<file path="src/rtl/ps2_pkg.sv">
// ps2_pkg: shared FSM state type and PS/2 framing constants
package ps2_pkg;
    typedef enum logic [1:0] {IDLE, DATA, PARITY, STOP} ps2_state_t;
    localparam logic [7:0] PS2_BREAK_CODE = 8'hF0;
    localparam int PS2_FRAME_BITS = 11;
endpackage

</file>
<file path="src/rtl/ps2_rx_if.sv">
// ps2_rx_if: PS/2 pad lines and decoded byte/strobe outputs
interface ps2_rx_if;
    logic ps2_clk;
    logic ps2_data;
    logic [7:0] scancode;
    logic flag;
    logic parity_err;
    logic frame_err;
    modport master(output ps2_clk, ps2_data, input scancode, flag, parity_err, frame_err);
    modport slave(input ps2_clk, ps2_data, output scancode, flag, parity_err, frame_err);
endinterface

</file>
<file path="src/rtl/ps2_line_filter.sv">
// ps2_line_filter: synchronizer, glitch filter and falling-edge detector for one PS/2 line
module ps2_line_filter #(
    parameter int SYNC_STAGES = 2,
    parameter int FILTER_LEN  = 8
) (
    input  logic vga_clk,
    input  logic rst,
    input  logic line_in,
    output logic filt_out,
    output logic fall
);
    localparam int CW = $clog2(FILTER_LEN + 1);
    logic [SYNC_STAGES-1:0] sync_q, sync_d;
    logic [CW-1:0] cnt_q, cnt_d;
    logic filt_q, filt_d, fall_q, fall_d, diff;
    always_comb begin
        sync_d[0] = line_in;
        for (int i = 1; i < SYNC_STAGES; i++) sync_d[i] = sync_q[i-1];
        diff   = sync_q[SYNC_STAGES-1] != filt_q;
        cnt_d  = diff ? cnt_q + CW'(1) : '0;
        filt_d = filt_q;
        // the level flips only once FILTER_LEN consecutive samples disagree with it
        if (diff && cnt_d == CW'(FILTER_LEN)) begin
            filt_d = ~filt_q;
            cnt_d  = '0;
        end
        fall_d = filt_q & ~filt_d;
    end
    always_ff @(posedge vga_clk) begin
        if (rst) begin
            sync_q <= '1;
            cnt_q  <= '0;
            filt_q <= 1'b1;
            fall_q <= 1'b0;
        end else begin
            sync_q <= sync_d;
            cnt_q  <= cnt_d;
            filt_q <= filt_d;
            fall_q <= fall_d;
        end
    end
    assign filt_out = filt_q;
    assign fall     = fall_q;
endmodule

</file>
<file path="src/rtl/ps2_rx.sv">
// ps2_rx: PS/2 frame receiver with scancode strobe; PS2_BREAK_FILTER_EN hides break sequences
module ps2_rx
    import ps2_pkg::*;
#(
    parameter int SYNC_STAGES    = 2,
    parameter int FILTER_LEN     = 8,
    parameter int TIMEOUT_CYCLES = 25000
) (
    input logic vga_clk,
    input logic rst,
    ps2_rx_if.slave bus
);
    localparam int TW = $clog2(TIMEOUT_CYCLES + 1);
    ps2_state_t state_q, state_d;
    logic [SYNC_STAGES-1:0] dsync_q, dsync_d;
    logic [TW-1:0] tmo_q, tmo_d;
    logic [2:0] cnt_q, cnt_d;
    logic [7:0] shift_q, shift_d, scancode_q, scancode_d;
    logic par_q, par_d, flag_q, flag_d, perr_q, perr_d, ferr_q, ferr_d;
    logic fall, filt_clk, data;
`ifdef PS2_BREAK_FILTER_EN
    logic brk_q, brk_d;
`endif
    ps2_line_filter #(.SYNC_STAGES(SYNC_STAGES), .FILTER_LEN(FILTER_LEN)) u_clk_filter (
        .vga_clk (vga_clk),
        .rst     (rst),
        .line_in (bus.ps2_clk),
        .filt_out(filt_clk),
        .fall    (fall)
    );
    always_comb begin
        dsync_d[0] = bus.ps2_data;
        for (int i = 1; i < SYNC_STAGES; i++) dsync_d[i] = dsync_q[i-1];
        data       = dsync_q[SYNC_STAGES-1];
        state_d    = state_q;
        cnt_d      = cnt_q;
        shift_d    = shift_q;
        par_d      = par_q;
        scancode_d = scancode_q;
        flag_d     = 1'b0;
        perr_d     = 1'b0;
        ferr_d     = 1'b0;
`ifdef PS2_BREAK_FILTER_EN
        brk_d      = brk_q;
`endif
        tmo_d      = (fall || state_q == IDLE) ? '0 : tmo_q + TW'(1);
        if (fall) begin
            case (state_q)
                IDLE: if (!data) begin
                    state_d = DATA;
                    cnt_d   = 3'd0;
                    par_d   = 1'b0;
                end
                DATA: begin
                    shift_d = {data, shift_q[7:1]};
                    par_d   = par_q ^ data;
                    cnt_d   = cnt_q + 3'd1;
                    state_d = cnt_q == 3'd7 ? PARITY : DATA;
                end
                PARITY: begin
                    par_d   = par_q ^ data;
                    state_d = STOP;
                end
                default: begin
                    state_d = IDLE;
                    ferr_d  = ~data;
                    perr_d  = data & ~par_q;
                    if (data && par_q) begin
                        scancode_d = shift_q;
`ifdef PS2_BREAK_FILTER_EN
                        flag_d = ~brk_q && shift_q != PS2_BREAK_CODE;
                        brk_d  = ~brk_q && shift_q == PS2_BREAK_CODE;
`else
                        flag_d = 1'b1;
`endif
                    end
                end
            endcase
        end else if (state_q != IDLE && tmo_d == TW'(TIMEOUT_CYCLES)) begin
            state_d = IDLE;
            ferr_d  = 1'b1;
            tmo_d   = '0;
        end
    end
    always_ff @(posedge vga_clk) begin
        if (rst) begin
            state_q    <= IDLE;
            dsync_q    <= '1;
            tmo_q      <= '0;
            cnt_q      <= 3'd0;
            shift_q    <= 8'h00;
            par_q      <= 1'b0;
            scancode_q <= 8'h00;
            flag_q     <= 1'b0;
            perr_q     <= 1'b0;
            ferr_q     <= 1'b0;
`ifdef PS2_BREAK_FILTER_EN
            brk_q      <= 1'b0;
`endif
        end else begin
            state_q    <= state_d;
            dsync_q    <= dsync_d;
            tmo_q      <= tmo_d;
            cnt_q      <= cnt_d;
            shift_q    <= shift_d;
            par_q      <= par_d;
            scancode_q <= scancode_d;
            flag_q     <= flag_d;
            perr_q     <= perr_d;
            ferr_q     <= ferr_d;
`ifdef PS2_BREAK_FILTER_EN
            brk_q      <= brk_d;
`endif
        end
    end
    assign bus.scancode   = scancode_q;
    assign bus.flag       = flag_q;
    assign bus.parity_err = perr_q;
    assign bus.frame_err  = ferr_q;
    logic unused_ok;
    assign unused_ok = filt_clk;
endmodule

</file>
<file path="src/flat_wrapper.sv">
// flat-port wrapper written by rule: the top's interface ports become plain ports
module ps2_rx_flat import ps2_pkg::*;
#(
    parameter int SYNC_STAGES    = 2,
    parameter int FILTER_LEN     = 8,
    parameter int TIMEOUT_CYCLES = 25000
)
  (vga_clk, rst, bus_ps2_clk, bus_ps2_data, bus_scancode, bus_flag, bus_parity_err, bus_frame_err);
  ps2_rx_if bus_i ();
  input logic vga_clk;
  input logic rst;
  input wire logic [$bits(bus_i.ps2_clk)-1:0] bus_ps2_clk;
  input wire logic [$bits(bus_i.ps2_data)-1:0] bus_ps2_data;
  output wire logic [$bits(bus_i.scancode)-1:0] bus_scancode;
  output wire logic [$bits(bus_i.flag)-1:0] bus_flag;
  output wire logic [$bits(bus_i.parity_err)-1:0] bus_parity_err;
  output wire logic [$bits(bus_i.frame_err)-1:0] bus_frame_err;
  assign bus_i.ps2_clk = bus_ps2_clk;
  assign bus_i.ps2_data = bus_ps2_data;
  assign bus_scancode = bus_i.scancode;
  assign bus_flag = bus_i.flag;
  assign bus_parity_err = bus_i.parity_err;
  assign bus_frame_err = bus_i.frame_err;
  ps2_rx #(.SYNC_STAGES(SYNC_STAGES), .FILTER_LEN(FILTER_LEN), .TIMEOUT_CYCLES(TIMEOUT_CYCLES)) u_core (.vga_clk(vga_clk), .rst(rst), .bus(bus_i));
endmodule
</file>
<file path="config.mk">
export PLATFORM = sky130hd
export DESIGN_NAME = ps2_rx_flat
export DESIGN_NICKNAME = d
export VERILOG_FILES = /design/src/rtl/ps2_pkg.sv /design/src/rtl/ps2_rx_if.sv /design/src/rtl/ps2_line_filter.sv /design/src/rtl/ps2_rx.sv /design/src/flat_wrapper.sv
export SDC_FILE = /design/constraint.sdc
export NUM_CORES = 1
export LEC_CHECK = 0
export CAP_MARGIN = 0
export CORE_ASPECT_RATIO = 1.25
export CORE_UTILIZATION = 30
export DETAILED_ROUTE_END_ITERATION = 10
export SYNTH_ARGS = -nofsm -noshare
export SYNTH_HDL_FRONTEND = slang
export SYNTH_HIERARCHICAL = 1
export SYNTH_SLANG_ARGS = --single-unit
export TNS_END_PERCENT = 100
</file>
<file path="constraint.sdc">
create_clock -name vga_clk -period 2.05 [get_ports vga_clk]
set_input_delay 0.205 -clock vga_clk [delete_from_list [all_inputs] [get_ports vga_clk]]
set_output_delay 0.205 -clock vga_clk [all_outputs]
set_load 0.01 [all_outputs]
</file>
==> impl_metrics.yaml, run 1 <==
power:
  switchingPower_uw: 317
  p_int_mw: 1.38
  seq_power_share: 0.576
  power_density_nw_per_um2: 551
  p_sw_frac: 0.187
  max-vdd-ir-drop_mv: 0.334
  leakage_nw: 1.19
  pwr-share-clk: 0.408
  combPwrFrac: 0.016
timing:
  slew_headroom: 0.646
  hold_viol_final: 0
  maxSlewViolCount: 0
  setup_viol: 0
  max_freq_mhz: 494
  fin_worst_skew_ps: 10.0
  min_period_ps: 2020
  tightest_slew_ps: 530
  rsz0062_at_grt: "true"
  post-route-period-util: 0.988
synth:
  yosys.cell_types.count: 42
  postSynthAreaPerCell_sq_um: 9.20
  synth_fp_nets: 264
  ys.flop_type: "dfxtp_1"
  synth_area_leader_cell: "dfxtp_1"
  synth.cell_area_sq_um: 2300
  syn_inst: 250
  synth_edf_count: 0
  synth_area_leaders: "dfxtp_1 44%, nor2_1 5.7%, mux2i_1 5.7%"
  postSynth.asyncResetShare: 0
  ys_seq_area_frac: 0.435
  ys_ff_latch: 50
  synth_top_area_share: 0.435
  ys_warn_count: 6
clock_tree:
  clock_latency_ps: 290
  postCtsHoldBufs: 0
  cts_tree: "done"
  clkTransAtPathRegs_ps: 90
  cts_buffer_depth: 2
  clock_sinks: 50
  cts.root.buffer_cell: "clkbuf_8"
  cts_max_level: 2
  numCtsBuffers: 5
die:
  die_x_um: 80.3
  die_y_um: 99.9
  coreArea_sq_um: 7400
  ios: 15
  dieArea_sq_um: 8020
  start_util: 0.311
  row_count: 35
route:
  first_iter_violations: 65
  routed_via_density: 4.78
  finalWirelength_um: 5020
  postRouteAntennaNets: 0
  drc: 0
  drt-wirelength-per-cell_um: 12.6
  drt_first_pass_iters: 4
  vias: 1896
job:
  drv_cap: 0
global_route:
  grt_pass1_vias: 1882
  grt_max_degree: 20
  track_usage: 0.136
  grt_pass1_wl_um: 8520
  overflow: 0
  antenna_found_initial: 0
finish:
  final_nets: 319
  fill_cells: 724
  areaGrowthSynthToFinish_pct: 33.6
  layout-drive-gt1-share: 0.289
  design_area_sq_um: 3070
  utilization: 0.415
  n_antenna_cell: 0
placement:
  place_congestion: 0.728
  placed_area_sq_um: 2780
  portBuffers: 14
  place_hpwl_um: 3520
critical_path:
  cp_data_required_time_ps: 2240
  setup.worst_path.start: "u_core/tmo_q[0]$_SDFF_PP0_"
  path_max_fanout: 5
  start_kind: "flop"
  cp-end-kind: "flop"
  crit_arrival_ps: 2220
  r2r_start: "u_core/tmo_q[0]$_SDFF_PP0_"
  setup.worst_path.class: "flop to flop"
worst_hold_path:
  worstHoldPathType: "flop to flop"
  worstHoldStart: "u_core/dsync_q[0]$_SDFF_PP1_"
run_status:
  status: "finished, final reports clean"
## cell type report
type,count,area [sq um],area share
tap,92,115,0.0375
sequential,50,1010,0.330
multi-input combinational,186,1350,0.440
inverter,8,30.0,0.00977
timing repair buffer,54,448,0.146
clock inverter,1,30.0,0.00977
clock buffer,6,82.6,0.0269
## metal layers
metal | share of wire | GRT usage | wire length, um
met2 | 0.52 | 0.250 | 2600
met5 | 0 | 0 | 0
met4 | 0.024 | 0.0440 | 120
met3 | 0.023 | 0.0291 | 114
met1 | 0.44 | 0.153 | 2190
## per-stage QoR
| stage | hold WS [ps] | std cells | setup WS, ps | total power, mW | TNS [ps] |
|---|---|---|---|---|---|
| after floorplan | 309 | 250 | 7.20 | 1.01 | 0 |
| after global placement | 395 | 380 | -77.9 | 1.03 | -592 |
| after detailed placement | 399 | 380 | -158 | 1.03 | -1330 |
| after CTS | 419 | 391 | -32.5 | 1.73 | -88.0 |
| after global routing | 428 | 397 | -107 | 1.77 | -643 |
| final | 414 | 397 | 25.3 | 1.69 | 0 |
## final timing paths
| path | end | slack (ps) | cells after the start |
|---|---|---|---|
| worst max-delay path | u_core/state_q[1]$_SDFFE_PP0P_ | 30 | 8 |
| worst min-delay path | u_core/dsync_q[1]$_SDFF_PP1_ | 410 | 1 |
| worst max register to register | u_core/state_q[1]$_SDFFE_PP0P_ | 30 | 8 |
| worst min register to register | u_core/dsync_q[1]$_SDFF_PP1_ | 410 | 1 |
## cells by family after synthesis
group / Yosys count / synth area share
xor gates and xnor gates: 12 / 0.0457
and+or+nand+nor: 114 / 0.262
muxes: 13 / 0.0566
AOI/OAI and AO/OA: 36 / 0.119
adders and majority gates: 10 / 0.0544
DFF: 50 / 0.435
buffers and inverters: 15 / 0.0277
## timing repair
action,4_1_cts,5_1_grt
cloned,1,0
pin swaps,6,8
hold endpoints to repair,0,0
resized for setup,13,19
setup buffers,3,6
endpoints found under the setup margin,12,14
## power by group through the flow
stage | clock [mW] | combinational [mW] | sequential, mW
CTS | 0.723 | 0.0275 | 0.976
global route | 0.762 | 0.0298 | 0.977
finish | 0.690 | 0.0269 | 0.976
global placement | 0 | 0.0271 | 1.00
detailed placement | 0 | 0.0274 | 1.00
floorplan | 0 | 0.0140 | 0.999
## synth_stat cells (2+ instances only)
| cell | instances |
|---|---|
| dfxtp_1 | 50 |
| nor2_1 | 35 |
| nand3_1 | 20 |
| nand2_1 | 18 |
| a21oi_1 | 15 |
| mux2i_1 | 13 |
| ha_1 | 10 |
| inv_1 | 8 |
| xnor2_1 | 7 |
| and2_1 | 5 |
| clkbuf_1 | 5 |
| nor3_1 | 5 |
| o21ai_0 | 5 |
| or2_2 | 5 |
| xor2_1 | 5 |
| nand2b_1 | 4 |
| or3_1 | 4 |
| nand4b_1 | 3 |
| nor2b_1 | 3 |
| a21o_1 | 2 |
| a22oi_1 | 2 |
| and3_1 | 2 |
| and4b_1 | 2 |
| buf_4 | 2 |
| nand4_1 | 2 |
| nor4_1 | 2 |
## critical path, cell delays in order, from the launching register on
cell      delay [ps]
dfxtp_4          380
buf_6             90
nand4_1          210
nor4_2           340
mux2i_1          320
a311oi_2          60
buf_4            180
and2_4           160
o41ai_2          180
## layout by cell type (no fill, tap or decap), types with 2 or more instances in the layout
master,count
a21o_4,2
nor3_1,4
buf_4,38
nand4_1,2
nor2_2,4
xnor2_1,7
or2_2,5
clkdlybuf4s50_1,14
buf_6,2
or3_1,3
dfxtp_2,8
nand3_1,18
nand2_1,18
and2_1,4
xor2_1,5
nand4b_1,3
nor2b_1,3
o21ai_0,4
nor4_2,2
a21oi_2,3
mux2i_1,12
nor2_1,31
a21oi_1,12
nand3_2,2
and3_1,2
nand2b_1,4
dfxtp_1,41
inv_1,8
ha_1,8
clkbuf_8,6
a22oi_1,2
and4b_1,2
## state kept, by name, summed over array words and instances, names as in the netlist, named ones only
register                    flops
u_core/u_clk_filter/cnt_q       4
u_core/u_clk_filter/sync_q      2
u_core/bus.frame_err            1
u_core/par_q                    1
u_core/shift_q                  8
u_core/cnt_q                    3
u_core/dsync_q                  2
u_core/u_clk_filter/fall        1
u_core/state_q                  2
u_core/tmo_q                   15
u_core/bus.parity_err           1
u_core/bus.flag                 1
u_core/bus.scancode             8
Note: power is estimated with default switching activity, not from simulation.
==> run 2, diff against run 1 <==
- SKIP_LAST_GASP: unset -> 1
==> run 2 against run 1 <==
Effect of this change:
- power up 0.17%
- largest power group unchanged
- first-iteration DRC count decreased by 37%
- hold slack about the same
- non-clock buffer count decreased by 3
- clock-buffer cell count did not move
- global-route usage is essentially flat
- critical path depth rose by 1
- worst setup slack lost 11 ps
- wire length is 2.6% lower
- combinational power is 2% lower
- register-to-register slack is essentially flat
- maximum frequency decreased by 0.53%
==> impl_metrics.yaml, run 2 (synthesized netlist as in run 1, its figures left out) <==
run_status:
  status: "finished, final reports clean"
timing:
  rsz0062_at_grt: "true"
  fin_tns_setup_ps: 0
  fin_worst_skew_ps: 10.4
  min_period_ps: 2040
  maxSlewViolCount: 0
  tightest_slew_ps: 532
  post-route-period-util: 0.993
  slew_headroom: 0.644
  max_freq_mhz: 491
  setup_viol: 0
  hold_viol_final: 0
global_route:
  grt_pass1_wl_um: 8490
  track_usage: 0.135
  overflow: 0
  grt_pass1_vias: 1876
  antenna_found_initial: 0
  grt_max_degree: 20
clock_tree:
  cts_buffer_depth: 2
  numCtsBuffers: 5
  cts_tree: "done"
  cts.root.buffer_cell: "clkbuf_8"
  clock_sinks: 50
  postCtsHoldBufs: 0
  clkTransAtPathRegs_ps: 80
  cts_max_level: 2
  clock_latency_ps: 300
finish:
  mostFrequentLayoutCells: "43 x dfxtp_1, 35 x buf_4, 30 x nor2_1, 19 x nand3_1, 18 x nand2_1"
  largest_register_ff_count: 15
  fill_cells: 726
  utilization: 0.408
  areaGrowthSynthToFinish_pct: 31.3
  layout-drive-gt1-share: 0.262
  final_common_cell: "dfxtp_1"
  top_register: "u_core/tmo_q"
  design_area_sq_um: 3020
  final_nets: 316
  n_antenna_cell: 0
  stdcell_count: 394
job:
  drv_cap: 0
route:
  routed_via_density: 4.75
  drt-wirelength-per-cell_um: 12.4
  vias: 1871
  postRouteAntennaNets: 0
  finalWirelength_um: 4890
  first_iter_violations: 41
  drc: 0
  drt_first_pass_iters: 4
die:
  ios: 15
  die_x_um: 80.3
  start_util: 0.311
  dieArea_sq_um: 8020
  die_y_um: 99.9
  coreArea_sq_um: 7400
  row_count: 35
critical_path:
  max_stage_delay_ps: 350
  cp_slowest_cell: "dfxtp_1"
  crit_family: "compound AO/OA/AOI/OAI gates"
  r2r_cells: 9
  crit_top_cell: "buf_4"
  crit_arrival_ps: 2240
  r2r_end: "u_core/state_q[0]$_SDFFE_PP0P_"
  cp-end-kind: "flop"
  endpoint: "u_core/state_q[0]$_SDFFE_PP0P_"
  cp_data_required_time_ps: 2260
  start_kind: "flop"
  setup.worst_path.start: "u_core/state_q[1]$_SDFFE_PP0P_"
  r2r_start: "u_core/state_q[1]$_SDFFE_PP0P_"
  path_max_fanout: 4
  cp.buffers_inverters: 3
  r2r_setup_slack_ps: 10
  crit_cells: 9
  setup.worst_path.class: "flop to flop"
  crit_chain: "inv_1 -> ha_2 -> or2_2 -> buf_4 -> o2111ai_2 -> a2111oi_4 -> buf_4 -> a21oi_2 -> mux2i_1"
power:
  pwr-share-clk: 0.409
  p_sw_frac: 0.189
  leakage_nw: 1.16
  max-vdd-ir-drop_mv: 0.332
  switchingPower_uw: 320
  seq_power_share: 0.576
  p_int_mw: 1.38
  power_density_nw_per_um2: 562
  finalPower_mw: 1.70
  combPwrFrac: 0.016
placement:
  place_hpwl_um: 3520
  place_inst: 380
  place_congestion: 0.728
  placed_area_sq_um: 2780
  portBuffers: 14
worst_hold_path:
  worstHoldPathType: "flop to flop"
==> run 2: changes by cell type in the layout (fill, tap and decap cells not counted), moves of 2 or more <==
cell     delta
buf_4       -3
a21oi_1     +2
dfxtp_1     +2
dfxtp_2     -2
a21oi_2     -2
==> run 2: power groups by stage <==
stage	Combinational [mW]	Clock, mW	Sequential, mW
3_5_place_dp	0.0274	0	1.00
3_3_place_gp	0.0271	0	1.00
4_1_cts	0.0275	0.723	0.976
2_1_floorplan	0.0140	0	0.999
5_1_grt	0.0298	0.761	0.977
6_report	0.0264	0.693	0.976
==> run 2: worst min-delay path by stage <==
stage / start / cells past startpoint / endpoint
floorplan: bus_ps2_data / 1 / u_core/dsync_q[0]$_SDFF_PP1_
global placement: u_core/u_clk_filter/sync_q[0]$_SDFF_PP1_ / 1 / u_core/u_clk_filter/sync_q[1]$_SDFF_PP1_
detailed placement: u_core/dsync_q[0]$_SDFF_PP1_ / 1 / u_core/dsync_q[1]$_SDFF_PP1_
CTS: u_core/dsync_q[0]$_SDFF_PP1_ / 1 / u_core/dsync_q[1]$_SDFF_PP1_
global route: u_core/dsync_q[0]$_SDFF_PP1_ / 1 / u_core/dsync_q[1]$_SDFF_PP1_
finish: u_core/dsync_q[0]$_SDFF_PP1_ / 1 / u_core/dsync_q[1]$_SDFF_PP1_
==> run 2: layer usage <==
layer | track usage | wire length (um)
met1 | 0.153 | 2180
met2 | 0.249 | 2520
met3 | 0.0291 | 94
met4 | 0.0440 | 89
met5 | 0 | 0
==> run 2: area by class of cell <==
type / count / area (sq um) / area share
multi-input combinational: 186 / 1320 / 0.438
sequential: 50 / 1010 / 0.335
timing repair buffer: 51 / 425 / 0.141
tap: 92 / 115 / 0.0381
clock buffer: 6 / 82.6 / 0.0274
clock inverter: 1 / 30.0 / 0.00995
inverter: 8 / 30.0 / 0.00995
==> run 2: timing repair <==
| item | 4_1_cts | 5_1_grt |
|---|---|---|
| setup endpoints to repair | 12 | 14 |
| pin swaps | 6 | 4 |
| cloned | 1 | 0 |
| resized for setup | 12 | 13 |
| hold endpoints to repair | 0 | 0 |
| setup buffers | 3 | 4 |
==> run 2: worst register-to-register path, cell delays in order (launching register included) <==
cell	delay [ps]
dfxtp_1	350
inv_1	70
ha_2	190
or2_2	340
buf_4	160
o2111ai_2	220
a2111oi_4	100
buf_4	180
a21oi_2	140
mux2i_1	220
==> run 2: through the flow <==
step | worst slack (ps) | hold slack, ps
4_1_cts | -45.8 | 419
2_1_floorplan | 7.20 | 309
3_5_place_dp | -158 | 399
6_report | 14.5 | 414
3_3_place_gp | -77.9 | 395
5_1_grt | -124 | 428
==> run 3, diff against run 2 <==
- CORE_MARGIN: unset -> 2
==> run 3 against run 2 <==
Effect of this change:
- clock-buffer cell count is the same
- non-clock buffer count grew 4
- sequential share of layout area shrank 0.76 points
- register-to-register slack is essentially flat
- final cell count grew 1.0%
- die area grew 4.5%
- utilization grew 1.1 points
- design area grew 2.8%
- first-iteration DRC count grew 51%
- maximum frequency shrank 0.19%
- hold slack lost 1.5 ps
- largest power group unchanged
- highest routed layer unchanged
- critical path depth shrank 1
==> impl_metrics.yaml, run 3 (synthesized netlist as in run 1, its figures left out) <==
clock_tree:
  clock_latency_ps: 300
  cts_tree: "done"
  numCtsBuffers: 5
  cts.root.buffer_cell: "clkbuf_8"
  clkTransAtPathRegs_ps: 90
  cts_max_level: 2
  postCtsHoldBufs: 0
  cts_buffer_depth: 2
  clock_sinks: 50
finish:
  final_common_cell: "dfxtp_1"
  areaGrowthSynthToFinish_pct: 35.0
  stdcell_count: 398
  layout-drive-gt1-share: 0.288
  design_area_sq_um: 3100
  fill_cells: 723
  multi_input_area_sq_um: 1370
  top_register: "u_core/tmo_q"
  largest_register_ff_count: 15
  mostFrequentLayoutCells: "39 x dfxtp_1, 37 x buf_4, 33 x nor2_1, 18 x nand2_1, 18 x nand3_1"
  final_nets: 319
  seq_area_sq_um: 1020
  utilization: 0.419
  n_antenna_cell: 0
power:
  finalPower_mw: 1.59
  max-vdd-ir-drop_mv: 0.332
  power_density_nw_per_um2: 514
  leakage_nw: 1.20
timing:
  min_period_ps: 2040
  fin_worst_skew_ps: 8.14
  hold_viol_final: 0
  slew_headroom: 0.652
  post-route-period-util: 0.995
  setup_viol: 0
  fin_tns_setup_ps: 0
  hold_slack_ps: 412
  setup_ws_ps: 10.6
  tightest_slew_ps: 520
  maxSlewViolCount: 0
  max_freq_mhz: 490
  rsz0062_at_grt: "true"
die:
  die_x_um: 82.3
  ios: 15
  dieArea_sq_um: 8390
  start_util: 0.311
  coreArea_sq_um: 7400
  row_count: 35
  die_y_um: 102
route:
  routed_via_density: 4.78
  drc: 0
  first_iter_violations: 62
  finalWirelength_um: 4980
  vias: 1901
  drt_first_pass_iters: 4
  postRouteAntennaNets: 0
  drt-wirelength-per-cell_um: 12.5
global_route:
  grt_max_degree: 34
  track_usage: 0.127
  grt_pass1_vias: 1736
  antenna_found_initial: 0
  grt_pass1_wl_um: 8170
  overflow: 0
critical_path:
  crit_family: "compound AO/OA/AOI/OAI gates"
  path_max_fanout: 9
  crit_arrival_ps: 2230
  crit_chain: "ha_4 -> nand3_2 -> or3_1 -> o2bb2ai_2 -> a311oi_2 -> a21o_1 -> buf_12 -> nor2_1"
  setup.worst_path.class: "flop to flop"
  cp.buffers_inverters: 1
  cp_slowest_cell: "dfxtp_4"
  start_kind: "flop"
  cp_data_required_time_ps: 2240
  max_stage_delay_ps: 380
  cp-end-kind: "flop"
  r2r_setup_slack_ps: 10
placement:
  placed_area_sq_um: 2790
  preCtsSetupSlack_ps: -174
  place_hpwl_um: 3460
  place_congestion: 0.750
  place_inst: 380
  portBuffers: 14
run_status:
  status: "finished, final reports clean"
worst_hold_path:
  worstHoldPathType: "flop to flop"
job:
  drv_cap: 0
run 3: changes by cell type in the layout (fill, tap and decap cells not counted), moves of 2 or more:
cell and change:
dfxtp_1 -4, buf_4 +2, nor4_2 -2, buf_12 +2, nor4_4 +2, nor2_2 -4, dfxtp_2 +4, nor2_1 +3
run 3: final cells by class:
cell class              instances  area share
clock buffers                   6      0.0266
well taps                      92      0.0371
flip-flops and latches         50       0.328
repair buffers                 55       0.155
inverters                       8     0.00967
multi-input cells             185       0.440
clock inverters                 2     0.00403
run 3: where the power goes:
group | total [mW] | switching [mW] | internal (mW)
Sequential | 0.976 | 0.00282 | 0.973
Combinational | 0.0254 | 0.0145 | 0.0109
Clock | 0.594 | 0.322 | 0.272
Total | 1.59 | 0.340 | 1.26
run 3: worst paths after layout:
check	to	depth (start not counted)	startpoint
setup / recovery	u_core/tmo_q[5]$_SDFF_PP0_	8	u_core/tmo_q[0]$_SDFF_PP0_
hold / removal	u_core/dsync_q[1]$_SDFF_PP1_	1	u_core/dsync_q[0]$_SDFF_PP1_
setup reg to reg	u_core/tmo_q[5]$_SDFF_PP0_	8	u_core/tmo_q[0]$_SDFF_PP0_
hold reg to reg	u_core/dsync_q[1]$_SDFF_PP1_	1	u_core/dsync_q[0]$_SDFF_PP1_
run 3: per-layer routing:
layer  global-route usage  share of wire
met3               0.0256          0.022
met5                    0              0
met1                0.149           0.45
met4               0.0603          0.023
met2                0.217           0.51
run 3: what timing repair did:
| action | CTS | global route |
|---|---|---|
| pin swaps | 8 | 16 |
| gates resized for setup | 13 | 20 |
| buffers inserted | 5 | 5 |
| setup endpoints to repair | 14 | 14 |
